[src/rtl/icache_direct_if.sv]
// Fetch-unit and memory-controller signals of the direct-mapped instruction cache.
// The slave modport is the cache side; the master modport is the fetch unit plus the controller.
interface icache_direct_if;
    logic        if_req;
    logic [31:0] if_addr;
    logic        if_ready;
    logic        if_valid;
    logic [31:0] if_ins;
    logic        is_fetch;
    logic [31:0] fetch_addr;
    logic        is_back;
    logic [31:0] back_ins;

    modport slave (
        input  if_req, if_addr, is_back, back_ins,
        output if_ready, if_valid, if_ins, is_fetch, fetch_addr
    );

    modport master (
        output if_req, if_addr, is_back, back_ins,
        input  if_ready, if_valid, if_ins, is_fetch, fetch_addr
    );
endinterface

[src/rtl/icache_direct.sv]
// Direct-mapped, one-word-per-line instruction cache with a single outstanding miss.
// Optional hit/miss counters are built when ICACHE_STAT_EN is defined.
module icache_direct #(
    parameter int INDEX_BITS = 6
) (
    input  logic            clk_in,
    input  logic            rst_n_in,
    input  logic            rdy_in,
    input  logic            clear_in,
    input  logic            inv_in,
    icache_direct_if.slave  bus,
    output logic [31:0]     hit_cnt,
    output logic [31:0]     miss_cnt
);
    localparam int LINES    = 1 << INDEX_BITS;
    localparam int TAG_BITS = 30 - INDEX_BITS;

    typedef enum logic [1:0] {IDLE, MISS, DRAIN} state_t;

    state_t                state, state_nx;
    logic [LINES-1:0]      valid, valid_nx;
    logic [TAG_BITS-1:0]   tag_mem [LINES];
    logic [31:0]           data_mem [LINES];
    logic [INDEX_BITS-1:0] req_idx, miss_idx, miss_idx_nx;
    logic [TAG_BITS-1:0]   req_tag, miss_tag, miss_tag_nx;
    logic                  stale, stale_nx;
    logic                  out_valid, out_valid_nx;
    logic [31:0]           out_ins, out_ins_nx;
    logic                  fetch, fetch_nx;
    logic [31:0]           fetch_addr_q, fetch_addr_nx;
    logic                  ready, accept, hit, fill;

    assign req_idx = bus.if_addr[INDEX_BITS+1:2];
    assign req_tag = bus.if_addr[31:INDEX_BITS+2];
    assign ready   = (state == IDLE) && !clear_in && !inv_in;
    assign accept  = bus.if_req && ready;
    assign hit     = valid[req_idx] && (tag_mem[req_idx] == req_tag);
    assign fill    = (state != IDLE) && bus.is_back;

    assign bus.if_ready   = ready;
    assign bus.if_valid   = out_valid;
    assign bus.if_ins     = out_ins;
    assign bus.is_fetch   = fetch;
    assign bus.fetch_addr = fetch_addr_q;

    always_comb begin
        state_nx      = state;
        valid_nx      = valid;
        miss_idx_nx   = miss_idx;
        miss_tag_nx   = miss_tag;
        stale_nx      = stale;
        out_valid_nx  = 1'b0;
        out_ins_nx    = out_ins;
        fetch_nx      = fetch;
        fetch_addr_nx = fetch_addr_q;
        case (state)
            IDLE: begin
                if (accept) begin
                    if (hit) begin
                        out_valid_nx = 1'b1;
                        out_ins_nx   = data_mem[req_idx];
                    end else begin
                        state_nx      = MISS;
                        fetch_nx      = 1'b1;
                        fetch_addr_nx = bus.if_addr & 32'hFFFF_FFFC;
                        miss_idx_nx   = req_idx;
                        miss_tag_nx   = req_tag;
                    end
                end
            end
            MISS: begin
                if (bus.is_back) begin
                    state_nx     = IDLE;
                    fetch_nx     = 1'b0;
                    out_valid_nx = !clear_in;
                    out_ins_nx   = bus.back_ins;
                end else if (clear_in) begin
                    state_nx = DRAIN;
                end
            end
            DRAIN: begin
                if (bus.is_back) begin
                    state_nx = IDLE;
                    fetch_nx = 1'b0;
                end
            end
            default: state_nx = IDLE;
        endcase
        // An invalidate racing an outstanding miss must keep that fill from becoming valid.
        if (inv_in && (state != IDLE)) begin
            stale_nx = 1'b1;
        end
        if (fill) begin
            valid_nx[miss_idx] = !stale;
            stale_nx           = 1'b0;
        end
        if (inv_in) begin
            valid_nx = '0;
        end
    end

    always_ff @(posedge clk_in or negedge rst_n_in) begin
        if (!rst_n_in) begin
            state        <= IDLE;
            valid        <= '0;
            miss_idx     <= '0;
            miss_tag     <= '0;
            stale        <= 1'b0;
            out_valid    <= 1'b0;
            out_ins      <= '0;
            fetch        <= 1'b0;
            fetch_addr_q <= '0;
        end else if (rdy_in) begin
            state        <= state_nx;
            valid        <= valid_nx;
            miss_idx     <= miss_idx_nx;
            miss_tag     <= miss_tag_nx;
            stale        <= stale_nx;
            out_valid    <= out_valid_nx;
            out_ins      <= out_ins_nx;
            fetch        <= fetch_nx;
            fetch_addr_q <= fetch_addr_nx;
        end
    end

    // Tag and data storage carry no reset; the valid bits alone qualify them.
    always_ff @(posedge clk_in) begin
        if (rdy_in && fill) begin
            tag_mem[miss_idx]  <= miss_tag;
            data_mem[miss_idx] <= bus.back_ins;
        end
    end

`ifdef ICACHE_STAT_EN
    logic [31:0] hit_q, miss_q;

    always_ff @(posedge clk_in or negedge rst_n_in) begin
        if (!rst_n_in) begin
            hit_q  <= '0;
            miss_q <= '0;
        end else if (rdy_in && accept) begin
            if (hit) begin
                hit_q <= hit_q + 32'd1;
            end else begin
                miss_q <= miss_q + 32'd1;
            end
        end
    end

    assign hit_cnt  = hit_q;
    assign miss_cnt = miss_q;
`else
    assign hit_cnt  = '0;
    assign miss_cnt = '0;
`endif
endmodule

[src/flat_wrapper.sv]
// flat-port wrapper written by rule: the top's interface ports become plain ports
module icache_direct_flat 
#(
    parameter int INDEX_BITS = 6
)
  (clk_in, rst_n_in, rdy_in, clear_in, inv_in, hit_cnt, miss_cnt, bus_if_req, bus_if_addr, bus_is_back, bus_back_ins, bus_if_ready, bus_if_valid, bus_if_ins, bus_is_fetch, bus_fetch_addr);
  icache_direct_if bus_i ();
  input  logic clk_in;
  input  logic rst_n_in;
  input  logic rdy_in;
  input  logic clear_in;
  input  logic inv_in;
  output logic [31:0] hit_cnt;
  output logic [31:0] miss_cnt;
  input wire logic [$bits(bus_i.if_req)-1:0] bus_if_req;
  input wire logic [$bits(bus_i.if_addr)-1:0] bus_if_addr;
  input wire logic [$bits(bus_i.is_back)-1:0] bus_is_back;
  input wire logic [$bits(bus_i.back_ins)-1:0] bus_back_ins;
  output wire logic [$bits(bus_i.if_ready)-1:0] bus_if_ready;
  output wire logic [$bits(bus_i.if_valid)-1:0] bus_if_valid;
  output wire logic [$bits(bus_i.if_ins)-1:0] bus_if_ins;
  output wire logic [$bits(bus_i.is_fetch)-1:0] bus_is_fetch;
  output wire logic [$bits(bus_i.fetch_addr)-1:0] bus_fetch_addr;
  assign bus_i.if_req = bus_if_req;
  assign bus_i.if_addr = bus_if_addr;
  assign bus_i.is_back = bus_is_back;
  assign bus_i.back_ins = bus_back_ins;
  assign bus_if_ready = bus_i.if_ready;
  assign bus_if_valid = bus_i.if_valid;
  assign bus_if_ins = bus_i.if_ins;
  assign bus_is_fetch = bus_i.is_fetch;
  assign bus_fetch_addr = bus_i.fetch_addr;
  icache_direct #(.INDEX_BITS(INDEX_BITS)) u_core (.clk_in(clk_in), .rst_n_in(rst_n_in), .rdy_in(rdy_in), .clear_in(clear_in), .inv_in(inv_in), .bus(bus_i), .hit_cnt(hit_cnt), .miss_cnt(miss_cnt));
endmodule
[config.mk]
export PLATFORM = sky130hd
export DESIGN_NAME = icache_direct_flat
export DESIGN_NICKNAME = d
export VERILOG_FILES = /design/src/rtl/icache_direct_if.sv /design/src/rtl/icache_direct.sv /design/src/flat_wrapper.sv
export SDC_FILE = /design/constraint.sdc
export NUM_CORES = 2
export LEC_CHECK = 0
export ABC_AREA = 0
export CAP_MARGIN = 20
export CORE_ASPECT_RATIO = 1.75
export CORE_MARGIN = 3
export CORE_UTILIZATION = 35
export CTS_CLUSTER_DIAMETER = 150
export DETAILED_ROUTE_END_ITERATION = 8
export HOLD_SLACK_MARGIN = 0.1
export SLEW_MARGIN = 20
export SYNTH_ARGS = -nofsm -noshare
export SYNTH_HDL_FRONTEND = slang
export SYNTH_SLANG_ARGS = --single-unit
[constraint.sdc]
create_clock -name clk_in -period 5 [get_ports clk_in]
set_input_delay 1 -clock clk_in [delete_from_list [all_inputs] [get_ports clk_in]]
set_output_delay 1 -clock clk_in [all_outputs]
set_load 0.01 [all_outputs]
# Yosys cells after proc, flatten, opt, wreduce, memory -nomap -nowiden
# Memory sizes are Yosys's and may differ from the RTL's.
# Cells that the tools add are included.
[classes] magnitude_cmp=3 n_mux=29 eq_ne=10 bitwise=1 n_reduce_logical=24
[op_table] op="2-to-1 mux 64 bit" n=2
[op_table] op="2-to-1 mux 32 bit" n=3
[op_table] op="bitwise mux 64 bit" n=1
[op_table] op="one-hot mux 32 bit (2 select lines)" n=1
[op_table] op="equality test 24 bit" n=1
[op_table] op="AND reduction 5 bit" n=3
[op_table] op="less-than comparator 6 x 7 -> 1 bit, second input constant" n=2
[op_table] op="2-to-1 mux 1 bit" n=12
[op_table] op="2-to-1 mux 2 bit" n=5
[op_table] op="nonzero test 2 bit" n=5
[op_table] op="logical AND 1 bit" n=8
[op_table] op="binary-select mux 1 bit (select 6 bit)" n=1
[op_table] op="demux 1 bit (select 6 bit)" n=1
[op_table] op="greater-or-equal comparator 6 x 1 -> 1 bit, second input constant" n=1
[op_table] op="!= test 2 x 1 -> 1 bit, second input constant" n=3
[op_table] op="!= test 2 bit, second input constant" n=3
[op_table] op="one-hot mux 2 bit (3 select lines)" n=1
[op_table] op="one-hot mux 1 bit (2 select lines)" n=2
[op_table] op="AND reduction 2 bit" n=2
[op_table] op="AND reduction 4 bit" n=1
[op_table] op="zero test 1 bit" n=3
[op_table] op="!= test 3 bit, second input constant" n=1
[op_table] op="equality test 2 x 1 -> 1 bit, second input constant" n=1
[op_table] op="equality test 2 bit, second input constant" n=1
[op_table] op="3 further kinds" n=3
[totals] output_inout_bits=131 ram_bits=3584 inputBits=71 n_memories=2 register_bits=161
[memory_table] memory="u_core.data_mem" words=64 width=32 read_ports=1 rd_clocked_by_memory_dff=0 wr=1 line_no="icache_direct.sv:23" rtl="logic [31:0] data_mem [LINES];"
[memory_table] memory="u_core.tag_mem" words=64 width=24 read_ports=1 rd_clocked_by_memory_dff=0 wr=1 line_no="icache_direct.sv:22" rtl="logic [TAG_BITS-1:0] tag_mem [LINES];"

# Longest topological paths before layout
[logic_depth] depth_word=7 mapped_depth=18 ltp_nobuf=10

# Worst setup path after synthesis
# No wires, ideal clock.
[synth_timing] path_kind="input-to-reg" startpoint="input port rdy_in" endpoint="register u_core.valid[61]" arrival_ns=4.989 setup_slack_ns=-0.064 n_path_buf=2 setup_time_ns=0.075 required_time_ns=4.925 path_stages=7 path_cell_list="clkbuf_1 > nand2_1 > nor2_1 > nand4_1 > clkbuf_1 > nor2_1 > o221a_2"
[synth_between] elab_chain_len=1
[synth_lines] element="from (decl)" line_no="flat_wrapper.sv:10" rtl="input logic rdy_in;"
[synth_lines] element="AND reduction 2 bit (no line)"
[synth_lines] element="to (signal assigned)" line_no="icache_direct.sv:115" rtl="valid <= valid_nx;"
[synth_lines] element="to (decl)" line_no="icache_direct.sv:21" rtl="logic [LINES-1:0] valid, valid_nx;"
# No other way between the ends.
# A chain may end at the register's enable or synchronous reset.

# Worst setup path in the final report
[layout_timing] startpoint="input port bus_if_addr[7]" endpoint="register u_core.out_ins[4] (netlist: u_core.bus.if_ins[4])"
[layout_between] elab_chain_len=5
[layout_lines] element="from (decl)" line_no="flat_wrapper.sv:16" rtl="input wire logic [$bits(bus_i.if_addr)-1:0] bus_if_addr;"
[layout_lines] element="memory (64 x 24 bit) / binary-select mux 1 bit (select 6 bit) (equally long branches)"
[layout_lines] element="equality test 24 bit / 2-to-1 mux 1 bit (equally long branches)" line_no="icache_direct.sv:37" rtl="assign hit = valid[req_idx] && (tag_mem[req_idx] == req_tag);"
[layout_lines] element="logical AND 1 bit" line_no="icache_direct.sv:37"
[layout_lines] element="!= test 2 x 1 -> 1 bit (no line)"
[layout_lines] element="AND reduction 5 bit (no line)"
[layout_lines] element="to (signal assigned)" line_no="icache_direct.sv:120" rtl="out_ins <= out_ins_nx;"
[layout_lines] element="to (decl)" line_no="icache_direct.sv:28" rtl="logic [31:0] out_ins, out_ins_nx;"
# Several ways; a longest one is shown, not always the timed one. The select of a mux whose other input is x is not followed.

==> results.sh <==
export IMPL_dr_total_vias=74200
export IMPL_antenna_left=0
export IMPL_overflow=0
export IMPL_p_leak_nw=53.1
export IMPL_hold_violations=0
export IMPL_crit_path_frequent_cell="buf_4"
export IMPL_required_ps=5760
export IMPL_reg2reg_depth=13
export IMPL_cts_sinks=3715
export IMPL_fin_nets=7257
export IMPL_netlist_cell_type_count=72
export IMPL_status="completed"
export IMPL_crit_reg2reg_launch="u_core.tag_mem[30][9]"
export IMPL_arrival_ps=5670
export IMPL_fin_crit_ps=4910
export IMPL_ys_seq_area_frac=0.767
export IMPL_tightest_slew_ps=1180
export IMPL_p_per_area_nw_per_um2=413
export IMPL_clock_path_buffers=4
export IMPL_floorplan_initialDensity=0.352
export IMPL_antenna_found_initial=29
export IMPL_grt_usage=0.220
export IMPL_core_area_um2=411000
export IMPL_netlist_instances=6422
export IMPL_root_buffer="clkbuf_16"
export IMPL_min_path_type="in2async"
export IMPL_ys_async_sr_fraction=0.0353
export IMPL_syn2layout_area_growth_pct=16.3
export IMPL_drt_vias_per_instance=5.74
export IMPL_slowest_delay_ps=710
export IMPL_rsz0062_at_grt="false"
export IMPL_synth_main_ff_cell="edfxtp_1"
export IMPL_final_common_cell="edfxtp_1"
export IMPL_cts_htree_levels=5
export IMPL_highest_layer="met5"
export IMPL_slew_headroom=0.215
export IMPL_fmax_mhz=204
export IMPL_slew_viol_final=0
export IMPL_synth_warnings=0
export IMPL_path_cells="buf_4, buf_4, nor2b_1, buf_4, nand4_1, and4_1, mux2i_1, a2111o_1, nor4_2, nand4_1, buf_12, and3_1, or3_1"
export IMPL_final_cells=12900
export IMPL_maxCapViolations=0
export IMPL_drive_gt1_frac=0.316
export IMPL_clkTransAtPathRegs_ps=70
export IMPL_dr_pass1_iters=8
export IMPL_finClkSkew_ps=55.3
export IMPL_dieWidth_um=492
export IMPL_cts_tree="done"
export IMPL_grt_start_max_net_pins=97
export IMPL_cts_buffers=312
export IMPL_grt_pass1_vias=75300
export IMPL_ys_ff_latch=3715
export IMPL_r2r_end="u_core.bus.if_ins[4]"
export IMPL_cp_end_kind="flop"
export IMPL_wl_um=471000
export IMPL_wl_met3_um=32600
export IMPL_placedCellCount=12300
export IMPL_io_pins=202
export IMPL_critPathSlowestCell="nor4_2"
export IMPL_port_buffers=133
export IMPL_p_total_mw=69.4
export IMPL_synth_area_um2=145000
export IMPL_fin_crit_sh=0.983
export IMPL_setup_violations=0
export IMPL_setup_tns_ps=0
export IMPL_route_met2_wl_um=244000
export IMPL_place_congestion=0.880
export IMPL_wl_met1_um=162000
export IMPL_avgSynthCellArea_um2=22.5
export IMPL_dpl_hpwl_um=283000
export IMPL_ir_drop_v=0.000285
export IMPL_synth_edf_count=3584
export IMPL_clock_latency_ps=910
export IMPL_drt_iter0_drc=9864
export IMPL_mostFrequentLayoutCells="edfxtp_1 (3584), mux4_2 (1013), buf_4 (499)"
export IMPL_worstPathMaxFanout=49
export IMPL_r2r_slack_ps=280
export IMPL_drc=0
export IMPL_crit_path_start_kind="primary input"
export IMPL_crit_type="in2reg"
export IMPL_wl_per_cell_um=36.5
export IMPL_rows=311
export IMPL_fillers=35500
export IMPL_die_area_um2=421000
export IMPL_cts_hold_buffers=0
export IMPL_grt_pass1_wl_um=640000
export IMPL_die_h_um=856
-- cells by family after synthesis --
kind of cell    synth area share
buf+inv                   0.0172
simple gates              0.0203
fa+ha+maj               0.000260
compound gates            0.0198
flops                      0.767
xor+xnor                0.000424
other cells            0.0000259
mux                        0.175
-- layout make-up --
class	count	area, um2	area share
clock buffers	388	8290	0.0493
multi-input cells	2329	32000	0.190
well taps	5477	6850	0.0407
diodes	11	27.5	0.000164
repair buffers	813	8620	0.0512
clock inverters	168	1470	0.00875
inverters	12	55.1	0.000327
flip-flops and latches	3715	111000	0.659
-- how the worst max path moves through the flow --
stage | start | endpoint | slack [ps] | cells after the start
after floorplan | rdy_in | u_core.valid[61] | -60 | 7
after global placement | bus_if_addr[2] | u_core.bus.if_ins[7] | -1210 | 14
after detailed placement | bus_if_addr[2] | u_core.bus.if_ins[4] | -750 | 16
after CTS | bus_if_addr[2] | u_core.bus.if_ins[6] | 200 | 17
after global routing | bus_if_addr[2] | u_core.bus.if_ins[4] | 60 | 16
final | bus_if_addr[7] | u_core.bus.if_ins[4] | 90 | 13
-- power by group --
group / switching (mW) / internal, mW
Sequential: 1.06 / 36.6
Combinational: 5.01 / 2.57
Clock: 11.2 / 13.0
Total: 17.3 / 52.1
-- critical path: cells and delay by family --
| family | cells | cell delay [ps] |
|---|---|---|
| compound gates | 1 | 610 |
| simple gates | 7 | 2470 |
| buf+inv | 4 | 1170 |
| mux | 1 | 270 |
-- cells in the mapped netlist, types with 20 or more instances --
cell type | n | area, um2
a21oi_1 | 92 | 460
a22oi_1 | 88 | 661
and3_1 | 51 | 319
buf_1 | 62 | 233
buf_2 | 92 | 460
buf_4 | 119 | 893
buf_6 | 33 | 372
clkbuf_1 | 123 | 462
dfrtp_1 | 131 | 3280
edfxtp_1 | 3584 | 108000
mux2_2 | 59 | 664
mux2i_1 | 186 | 1860
mux4_2 | 1013 | 22800
nand2_1 | 133 | 499
nand3_1 | 38 | 190
nor2_1 | 121 | 454
nor2b_1 | 36 | 225
nor3_1 | 41 | 205
o21ai_0 | 63 | 315
o22ai_1 | 20 | 125
o31ai_1 | 33 | 248
or3_1 | 64 | 400
-- layer usage --
metal  track usage  vias to the layer above
met2         0.387                     3976
met3        0.0324                     1105
met1         0.256                    40500
met5             0                        -
met4         0.124                       12
li1              -                    28600
-- through the flow --
stage          utilization  worst slack, ps  hold slack, ps  cell area [um2]
2_1_floorplan            -            -64.5             472           145000
3_3_place_gp         0.386            -1210             489           158000
3_5_place_dp         0.386             -753             493           158000
4_1_cts              0.410              195             232           168000
5_1_grt              0.410             56.0             297           168000
6_report             0.410             87.4             249           168000
-- flip-flops by register name, summed over array words and instances, names as in the netlist --
signal                 flops
u_core.bus.fetch_addr      1
u_core.tag_mem          1536
u_core.stale               1
u_core.miss_tag           24
u_core.bus.if_valid        1
u_core.bus.if_ins         32
u_core.bus.is_fetch        1
u_core.valid              64
u_core.state               2
u_core.data_mem         2048
u_core.miss_idx            5
-- repair_timing --
item	CTS	global route
endpoints found under the setup margin	0	62
buffers inserted	0	0
gates resized for setup	0	1
(Power assumes the default switching activity.)
